<file path="config.mk">
export PLATFORM = sky130hd
export DESIGN_NAME = axi_cmd_arbiter
export DESIGN_NICKNAME = d
export VERILOG_FILES = /design/src/rtl/rpc_cmd_pkg.sv /design/src/rtl/cmd_ord_fifo.sv /design/src/rtl/axi_cmd_arbiter.sv
export SDC_FILE = /design/constraint.sdc
export NUM_CORES = 1
export LEC_CHECK = 0
export ABC_CLOCK_PERIOD_IN_PS = 4120
export BUFFER_PORTS_ARGS = -buffer_cell sky130_fd_sc_hd__clkbuf_2
export CAP_MARGIN = 20
export CORE_MARGIN = 4
export CORE_UTILIZATION = 55
export CTS_BUF_LIST = sky130_fd_sc_hd__clkbuf_8
export DETAILED_ROUTE_END_ITERATION = 16
export PLACE_DENSITY_LB_ADDON = 0.08
export SETUP_SLACK_MARGIN = 0.1
export SLEW_MARGIN = 10
export SYNTH_ARGS = -nofsm -noshare
export SYNTH_HDL_FRONTEND = slang
export SYNTH_SLANG_ARGS = --single-unit
</file>
<file path="constraint.sdc">
create_clock -name clk_i -period 4.12 [get_ports clk_i]
set_input_delay 0.824 -clock clk_i [delete_from_list [all_inputs] [get_ports clk_i]]
set_output_delay 0.824 -clock clk_i [all_outputs]
set_load 0.005 [all_outputs]
</file>
<file path="src/rtl/rpc_cmd_pkg.sv">
// Shared types and constants for the AXI command front end.
// Widths, bus payload structs and the chop-size helper used by axi_cmd_arbiter.
package rpc_cmd_pkg;

  localparam int unsigned AxiAddrWidth   = 32;
  localparam int unsigned AxiIdWidth     = 4;
  localparam int unsigned AxiLenWidth    = 8;
  localparam int unsigned DramAddrWidth  = 20;
  localparam int unsigned DramLenWidth   = 6;
  localparam int unsigned OrdFifoDepth   = 4;
  localparam int unsigned WordBytes      = 32;
  localparam int unsigned MaxChunkBeats  = 64;
  localparam int unsigned WordOffsetBits = $clog2(WordBytes);
  localparam int unsigned RemWidth       = AxiLenWidth + 1;
  localparam int unsigned ChunkWidth     = DramLenWidth + 1;

  typedef enum logic {
    ArbIdle  = 1'b0,
    ArbIssue = 1'b1
  } arb_state_e;

  typedef struct packed {
    logic                     cmd_valid;
    logic                     is_write;
    logic [DramAddrWidth-1:0] addr;
    logic [DramLenWidth-1:0]  len;
  } cmd_req_t;

  typedef struct packed {
    logic cmd_ready;
  } cmd_rsp_t;

  typedef struct packed {
    logic                    is_write;
    logic [AxiIdWidth-1:0]   id;
    logic [DramLenWidth-1:0] len;
    logic                    last;
  } ord_entry_t;

  // Beats carried by the next chop: the remaining count capped at one DRAM burst.
  function automatic logic [ChunkWidth-1:0] chunk_beats(input logic [RemWidth-1:0] rem);
    return (rem > RemWidth'(MaxChunkBeats)) ? ChunkWidth'(MaxChunkBeats) : ChunkWidth'(rem);
  endfunction

endpackage

</file>
<file path="src/rtl/cmd_ord_fifo.sv">
// Synchronous FIFO of order entries consumed by the data/response path.
// Head data reads as zero while empty; a pop on empty is ignored.
module cmd_ord_fifo
  import rpc_cmd_pkg::*;
#(
  parameter int unsigned Depth = 4
) (
  input  logic       clk_i,
  input  logic       rst_i,
  input  logic       push_i,
  input  ord_entry_t push_data_i,
  input  logic       pop_i,
  output ord_entry_t pop_data_o,
  output logic       full_o,
  output logic       empty_o
);

  localparam int unsigned PtrWidth   = $clog2(Depth);
  localparam int unsigned CountWidth = PtrWidth + 1;

  ord_entry_t            mem_q [Depth];
  logic [PtrWidth-1:0]   wr_ptr_q;
  logic [PtrWidth-1:0]   rd_ptr_q;
  logic [CountWidth-1:0] count_q;
  logic                  do_push;
  logic                  do_pop;

  assign full_o  = (count_q == CountWidth'(Depth));
  assign empty_o = (count_q == '0);
  assign do_pop  = pop_i && !empty_o;
  // A pop in the same cycle frees the slot the push lands in.
  assign do_push = push_i && (!full_o || do_pop);

  always_ff @(posedge clk_i) begin
    if (rst_i) begin
      wr_ptr_q <= '0;
      rd_ptr_q <= '0;
      count_q  <= '0;
    end else begin
      if (do_push) wr_ptr_q <= wr_ptr_q + PtrWidth'(1);
      if (do_pop)  rd_ptr_q <= rd_ptr_q + PtrWidth'(1);
      if (do_push && !do_pop) begin
        count_q <= count_q + CountWidth'(1);
      end else if (do_pop && !do_push) begin
        count_q <= count_q - CountWidth'(1);
      end
    end
  end

  always_ff @(posedge clk_i) begin
    if (do_push) mem_q[wr_ptr_q] <= push_data_i;
  end

  assign pop_data_o = empty_o ? '0 : mem_q[rd_ptr_q];

endmodule

</file>
<file path="src/rtl/axi_cmd_arbiter.sv">
// Arbitrates AXI AW/AR, chops bursts into <=64-beat DRAM commands and logs order info.
// Define RPC_CMD_WR_PRIO_EN for fixed write priority instead of round-robin.
module axi_cmd_arbiter
  import rpc_cmd_pkg::*;
(
  input  logic                     clk_i,
  input  logic                     rst_i,
  input  logic                     aw_valid_i,
  output logic                     aw_ready_o,
  input  logic [AxiAddrWidth-1:0]  aw_addr_i,
  input  logic [AxiLenWidth-1:0]   aw_len_i,
  input  logic [AxiIdWidth-1:0]    aw_id_i,
  input  logic                     ar_valid_i,
  output logic                     ar_ready_o,
  input  logic [AxiAddrWidth-1:0]  ar_addr_i,
  input  logic [AxiLenWidth-1:0]   ar_len_i,
  input  logic [AxiIdWidth-1:0]    ar_id_i,
  output logic                     cmd_valid_o,
  input  logic                     cmd_ready_i,
  output logic                     cmd_is_write_o,
  output logic [DramAddrWidth-1:0] cmd_addr_o,
  output logic [DramLenWidth-1:0]  cmd_len_o,
  output logic                     ord_valid_o,
  input  logic                     ord_ready_i,
  output logic                     ord_is_write_o,
  output logic [AxiIdWidth-1:0]    ord_id_o,
  output logic [DramLenWidth-1:0]  ord_len_o,
  output logic                     ord_last_o
);

  arb_state_e               state_q, state_d;
  logic [DramAddrWidth-1:0] addr_q, addr_d;
  logic [RemWidth-1:0]      rem_q, rem_d;
  logic [AxiIdWidth-1:0]    id_q, id_d;
  logic                     is_write_q, is_write_d;
  logic                     rr_w_q, rr_w_d;

  logic                  grant_w;
  logic                  grant_r;
  logic [ChunkWidth-1:0] chunk;
  logic                  chunk_last;
  logic                  cmd_fire;
  logic                  ord_push;
  logic                  ord_full;
  logic                  ord_empty;
  cmd_req_t              cmd_req;
  cmd_rsp_t              cmd_rsp;
  ord_entry_t            ord_push_entry;
  ord_entry_t            ord_head;

`ifdef RPC_CMD_WR_PRIO_EN
  logic unused_rr;
  assign unused_rr = rr_w_q;
  assign grant_w   = aw_valid_i;
  assign grant_r   = ar_valid_i && !aw_valid_i;
`else
  assign grant_w = aw_valid_i && (!ar_valid_i || rr_w_q);
  assign grant_r = ar_valid_i && (!aw_valid_i || !rr_w_q);
`endif

  // Byte offset within a 32B word and address bits above the DRAM range carry no information.
  logic unused_addr_bits;
  assign unused_addr_bits = ^{aw_addr_i[AxiAddrWidth-1:DramAddrWidth+WordOffsetBits],
                              aw_addr_i[WordOffsetBits-1:0],
                              ar_addr_i[AxiAddrWidth-1:DramAddrWidth+WordOffsetBits],
                              ar_addr_i[WordOffsetBits-1:0]};

  assign chunk       = chunk_beats(rem_q);
  assign chunk_last  = (rem_q <= RemWidth'(MaxChunkBeats));
  assign cmd_rsp.cmd_ready = cmd_ready_i;
  assign cmd_fire    = cmd_req.cmd_valid && cmd_rsp.cmd_ready;

  // Command outputs are held from registers and forced to zero outside ISSUE.
  always_comb begin
    cmd_req.cmd_valid = (state_q == ArbIssue) && !ord_full;
    cmd_req.is_write  = 1'b0;
    cmd_req.addr      = '0;
    cmd_req.len       = '0;
    if (state_q == ArbIssue) begin
      cmd_req.is_write = is_write_q;
      cmd_req.addr     = addr_q;
      cmd_req.len      = DramLenWidth'(chunk - ChunkWidth'(1));
    end
  end

  always_comb begin
    ord_push_entry.is_write = is_write_q;
    ord_push_entry.id       = id_q;
    ord_push_entry.len      = cmd_req.len;
    ord_push_entry.last     = chunk_last;
  end

  always_comb begin
    state_d    = state_q;
    addr_d     = addr_q;
    rem_d      = rem_q;
    id_d       = id_q;
    is_write_d = is_write_q;
    rr_w_d     = rr_w_q;
    aw_ready_o = 1'b0;
    ar_ready_o = 1'b0;
    ord_push   = 1'b0;
    case (state_q)
      ArbIdle: begin
        if (grant_w) begin
          aw_ready_o = 1'b1;
          addr_d     = aw_addr_i[DramAddrWidth+WordOffsetBits-1:WordOffsetBits];
          rem_d      = RemWidth'(aw_len_i) + RemWidth'(1);
          id_d       = aw_id_i;
          is_write_d = 1'b1;
          rr_w_d     = 1'b0;
          state_d    = ArbIssue;
        end else if (grant_r) begin
          ar_ready_o = 1'b1;
          addr_d     = ar_addr_i[DramAddrWidth+WordOffsetBits-1:WordOffsetBits];
          rem_d      = RemWidth'(ar_len_i) + RemWidth'(1);
          id_d       = ar_id_i;
          is_write_d = 1'b0;
          rr_w_d     = 1'b1;
          state_d    = ArbIssue;
        end
      end
      ArbIssue: begin
        if (cmd_fire) begin
          ord_push = 1'b1;
          addr_d   = addr_q + DramAddrWidth'(chunk);
          rem_d    = rem_q - RemWidth'(chunk);
          if (chunk_last) state_d = ArbIdle;
        end
      end
      default: state_d = ArbIdle;
    endcase
  end

  always_ff @(posedge clk_i) begin
    if (rst_i) begin
      state_q    <= ArbIdle;
      addr_q     <= '0;
      rem_q      <= '0;
      id_q       <= '0;
      is_write_q <= 1'b0;
      rr_w_q     <= 1'b1;
    end else begin
      state_q    <= state_d;
      addr_q     <= addr_d;
      rem_q      <= rem_d;
      id_q       <= id_d;
      is_write_q <= is_write_d;
      rr_w_q     <= rr_w_d;
    end
  end

  cmd_ord_fifo #(
    .Depth(OrdFifoDepth)
  ) u_ord_fifo (
    .clk_i       (clk_i),
    .rst_i       (rst_i),
    .push_i      (ord_push),
    .push_data_i (ord_push_entry),
    .pop_i       (ord_ready_i),
    .pop_data_o  (ord_head),
    .full_o      (ord_full),
    .empty_o     (ord_empty)
  );

  assign cmd_valid_o    = cmd_req.cmd_valid;
  assign cmd_is_write_o = cmd_req.is_write;
  assign cmd_addr_o     = cmd_req.addr;
  assign cmd_len_o      = cmd_req.len;
  assign ord_valid_o    = !ord_empty;
  assign ord_is_write_o = ord_head.is_write;
  assign ord_id_o       = ord_head.id;
  assign ord_len_o      = ord_head.len;
  assign ord_last_o     = ord_head.last;

endmodule

</file>
==> results by group <==
Outcome
  • Run status: completed

Flow run
  • Max Cap Viol: 0

Synth
  • Syn Std Cell Area: ~5400 µm²
  • Synth Warn #: 0
  • Post-synth top flop: edfxtp_1
  • Sequential fraction of the synthesis area: ~44%
  • Synth Area in Adders: 4.208%
  • Post-Synthesis Cells: 565
  • Synth async-reset ratio: 0%
  • Post-synth cell types: 70
  • Synth Register Bits: 93
  • Multiplexer share of the synthesized area: 7.878%
  • Largest cells by area after synthesis: edfxtp_1 (27%), dfxtp_1 (17%), nand2_1 (5.2%)
  • Number of flops mapped to enable cells by yosys: 48
  • Post-synth top area cell: edfxtp_1
  • Compound-Gate Fraction of Synth Area: about 16%
  • Mapped Avg Cell Area: 9.474 µm²
  • Syn Nets: between 600 and 700
  • Synth Area in Simple Gates: a little over a fifth
  • Top cell type's share of synthesized area: between 20% and 30%
  • Synth Area in XOR/XNOR: a little under 3%
  • Main combinational cell family by area after synthesis: simple AND/OR/NAND/NOR gates

Global route
  • Initial antenna violation count: 0
  • Tot GR Track Use: 24.35%
  • Vias in the first global route: approximately 4500
  • Total gr overflow: 0
  • Largest net degree at the start of global routing: 46
  • First-pass GRT wire length: ~22000 µm

STA
  • Final period utilization: between 70% and 80%
  • Max Freq: 317.0 MHz
  • Normalized max-slew margin: about a third
  • Min Tclk post-route: 3.155 ns
  • # setup viols final: 0
  • Final Slew Violations: 0
  • Unrepaired setup endpoints after global routing: false
  • Final Skew: between 0.015 and 0.02 ns
  • Slew of the pin with the lowest slew margin: 0.9831 ns
  • Fin. Hold Viols: 0
  • Setup TNS: 0 ns

Finish
  • Diode count: 0
  • Final instance area: just over 6000 µm²
  • Nets: approximately 770
  • Commonest non-fill, non-tap cell in the layout: clkbuf_2
  • Highest-count cells in the layout ignoring fill and taps: clkbuf_2 (112), nand2_1 (74), nor2_1 (49)
  • Non-Filler Instances: 798
  • Area Growth Syn to Fin: 15.83%
  • Share of cells above drive strength 1: between 20 and 25%

Power
  • Lkg Pwr: 2.534 nW
  • Pwr per Cell Area: between 400 and 500 nW/µm²
  • Peak VDD IR: between 200 and 250 µV

Floorplanning
  • Die H: around 110 µm
  • Starting Density: a little under three fifths
  • Area of the core: 9371 µm²
  • I/O pin cnt: between 100 and 150
  • Total die area: 11370 µm²
  • Site Rows: 35
  • Die W: about 110 µm

Place
  • Final HPWL DP: around 9900 µm
  • Placed cells: roughly 780
  • Area after DPL: approximately 6000 µm²
  • # port buffers: 112
  • Gpl congestion: ~0.86

Clock network
  • Clk slew on worst S/H paths: about 0.11 ns
  • Clock Tree Buf Depth: 2
  • Clock Sinks: between 90 and 100
  • H-tree depth: 3
  • TritonCTS clock tree: yes
  • Post-CTS setup buffers: 0
  • CTS root buf: clkbuf_8
  • CTS buffer count: 9
  • PostCTS Resize Cnt: 0
  • Hold bufs inserted after CTS: 0
  • Clock latency on the worst-skew pair: about 0.36 ns

Setup path
  • Worst Path Required: 3.30 ns
  • CP Class: reg2out
  • Worst Path Max Fanout: 9
  • FF-to-FF setup slack: approximately 1.2 ns
  • Worst reg2reg path startpoint: rem_q[6]$_SDFFE_PP0P_
  • Worst-path cell with the longest stage delay: dfxtp_1
  • CP Cell Sequence: nor3_1, buf_4, nand2_1, ha_1, a21oi_1, nand2_1, a21oi_1, clkbuf_2
  • Worst reg2reg path depth: 10
  • Critical Path Max Stage Delay: slightly above 0.4 ns
  • CP arrival: around 2.3 ns
  • Startpoint types: register
  • CP endpoint: cmd_len_o[4]
  • Crit end category: output pin
  • Reg2reg end: addr_q[14]$_SDFFE_PP0P_
  • CP startpoint: rem_q[6]$_SDFFE_PP0P_

Routing
  • Drt pass-1 iters: 5
  • # DRC: 0
  • Final WL: between 10000 and 15000 µm
  • Via count: about 4600
  • Final ANT Viol Nets: 0
  • Via density: between 5 and 6
  • Routed len/inst: about 17 µm
  • First DRT Iteration DRCs: around 260

Min path
  • Tightest Hold Check Type: reg2reg
-- flip-flops by register name (all words and copies together) (netlist names), named ones only --
| signal | flops |
|---|---|
| u_ord_fifo.mem_q | 48 |
| addr_q | 20 |
| rem_q | 9 |
| id_q | 4 |
| u_ord_fifo.count_q | 3 |
| u_ord_fifo.rd_ptr_q | 2 |
| u_ord_fifo.wr_ptr_q | 2 |
| is_write_q | 1 |
| rr_w_q | 1 |
| state_q | 1 |
-- cells in the mapped netlist, types with 9 or more instances --
cell type  count
nor2_1        50
a21oi_1       44
a31oi_1        9
edfxtp_1      48
nor3_1        11
inv_1         18
and2_1        36
nand3_1       16
mux2i_1       14
xor2_1        10
o21ai_0       16
nand2_1       74
clkbuf_1      21
dfxtp_1       45
ha_1          14
mux4_2        12
nand4_1       11
-- cell families (layout without fill, tap and decap cells) --
kind of cell | after synthesis | in the layout
DFF | 93 | 93
buffers and inverters | 52 | 156
xor gates and xnor gates | 18 | 18
other | 1 | 1
adders and majority gates | 17 | 17
muxes | 27 | 27
AOI/OAI and AO/OA | 128 | 128
and+or+nand+nor | 229 | 229
-- per-stage QoR --
step                worst slack [ns]  util [%]  power, mW  hold WS [ns]
detailed placement             1.022     64.17      2.015        0.4756
CTS                           0.9669     66.15      2.596        0.4936
finish                        0.9653     66.15      2.586        0.4878
global placement               1.088     64.17      1.984        0.4682
global route                  0.7403     66.15      2.749        0.5187
floorplan                      1.204         -      1.728        0.4447
-- power breakdown --
group	internal (mW)	switching, mW	leakage (nW)	total (mW)
Combinational	0.370	0.440	1.62	0.810
Clock	0.235	0.359	0.0984	0.594
Sequential	1.07	0.112	0.812	1.18
-- worst max-delay path, delay by kind of cell (launching register included) --
kind	cells	cell delay, ns
flip-flops	1	0.41
buffers and inverters	2	0.37
AO/OA/AOI/OAI	2	0.51
adder cells (fa/ha/maj)	1	0.27
AND/OR/NAND/NOR	3	0.41
-- worst min path at each step --
stage,cells past startpoint,endpoint,startpoint
floorplan,2,addr_q[2]$_SDFFE_PP0P_,addr_q[2]$_SDFFE_PP0P_
global placement,2,addr_q[4]$_SDFFE_PP0P_,addr_q[4]$_SDFFE_PP0P_
detailed placement,2,addr_q[2]$_SDFFE_PP0P_,addr_q[2]$_SDFFE_PP0P_
CTS,2,addr_q[2]$_SDFFE_PP0P_,addr_q[2]$_SDFFE_PP0P_
global route,2,addr_q[4]$_SDFFE_PP0P_,addr_q[4]$_SDFFE_PP0P_
finish,2,addr_q[2]$_SDFFE_PP0P_,addr_q[2]$_SDFFE_PP0P_
-- cell type report --
cell class              instances  area [µm²]
clock buffers                   9       123.9
clock inverters                 7       62.56
fillers                       821        3172
inverters                      18       67.56
multi-input cells             420        2806
flip-flops and latches         93        2342
well taps                     129       161.4
repair buffers                122       635.6
-- layer usage --
metal | routed length, µm | part of all wire [%] | global-route usage, % | vias to the layer above
li1 | - | - | - | 2256
met1 | 5949 | 44 | 32.22 | 2188
met2 | 6669 | 49 | 41.73 | 174
met3 | 821 | 6.0 | 3.913 | 15
met4 | 204 | 1.5 | 6.393 | 0
met5 | 0 | 0 | 0 | -
No activity file was read; power rests on OpenSTA's default activity.
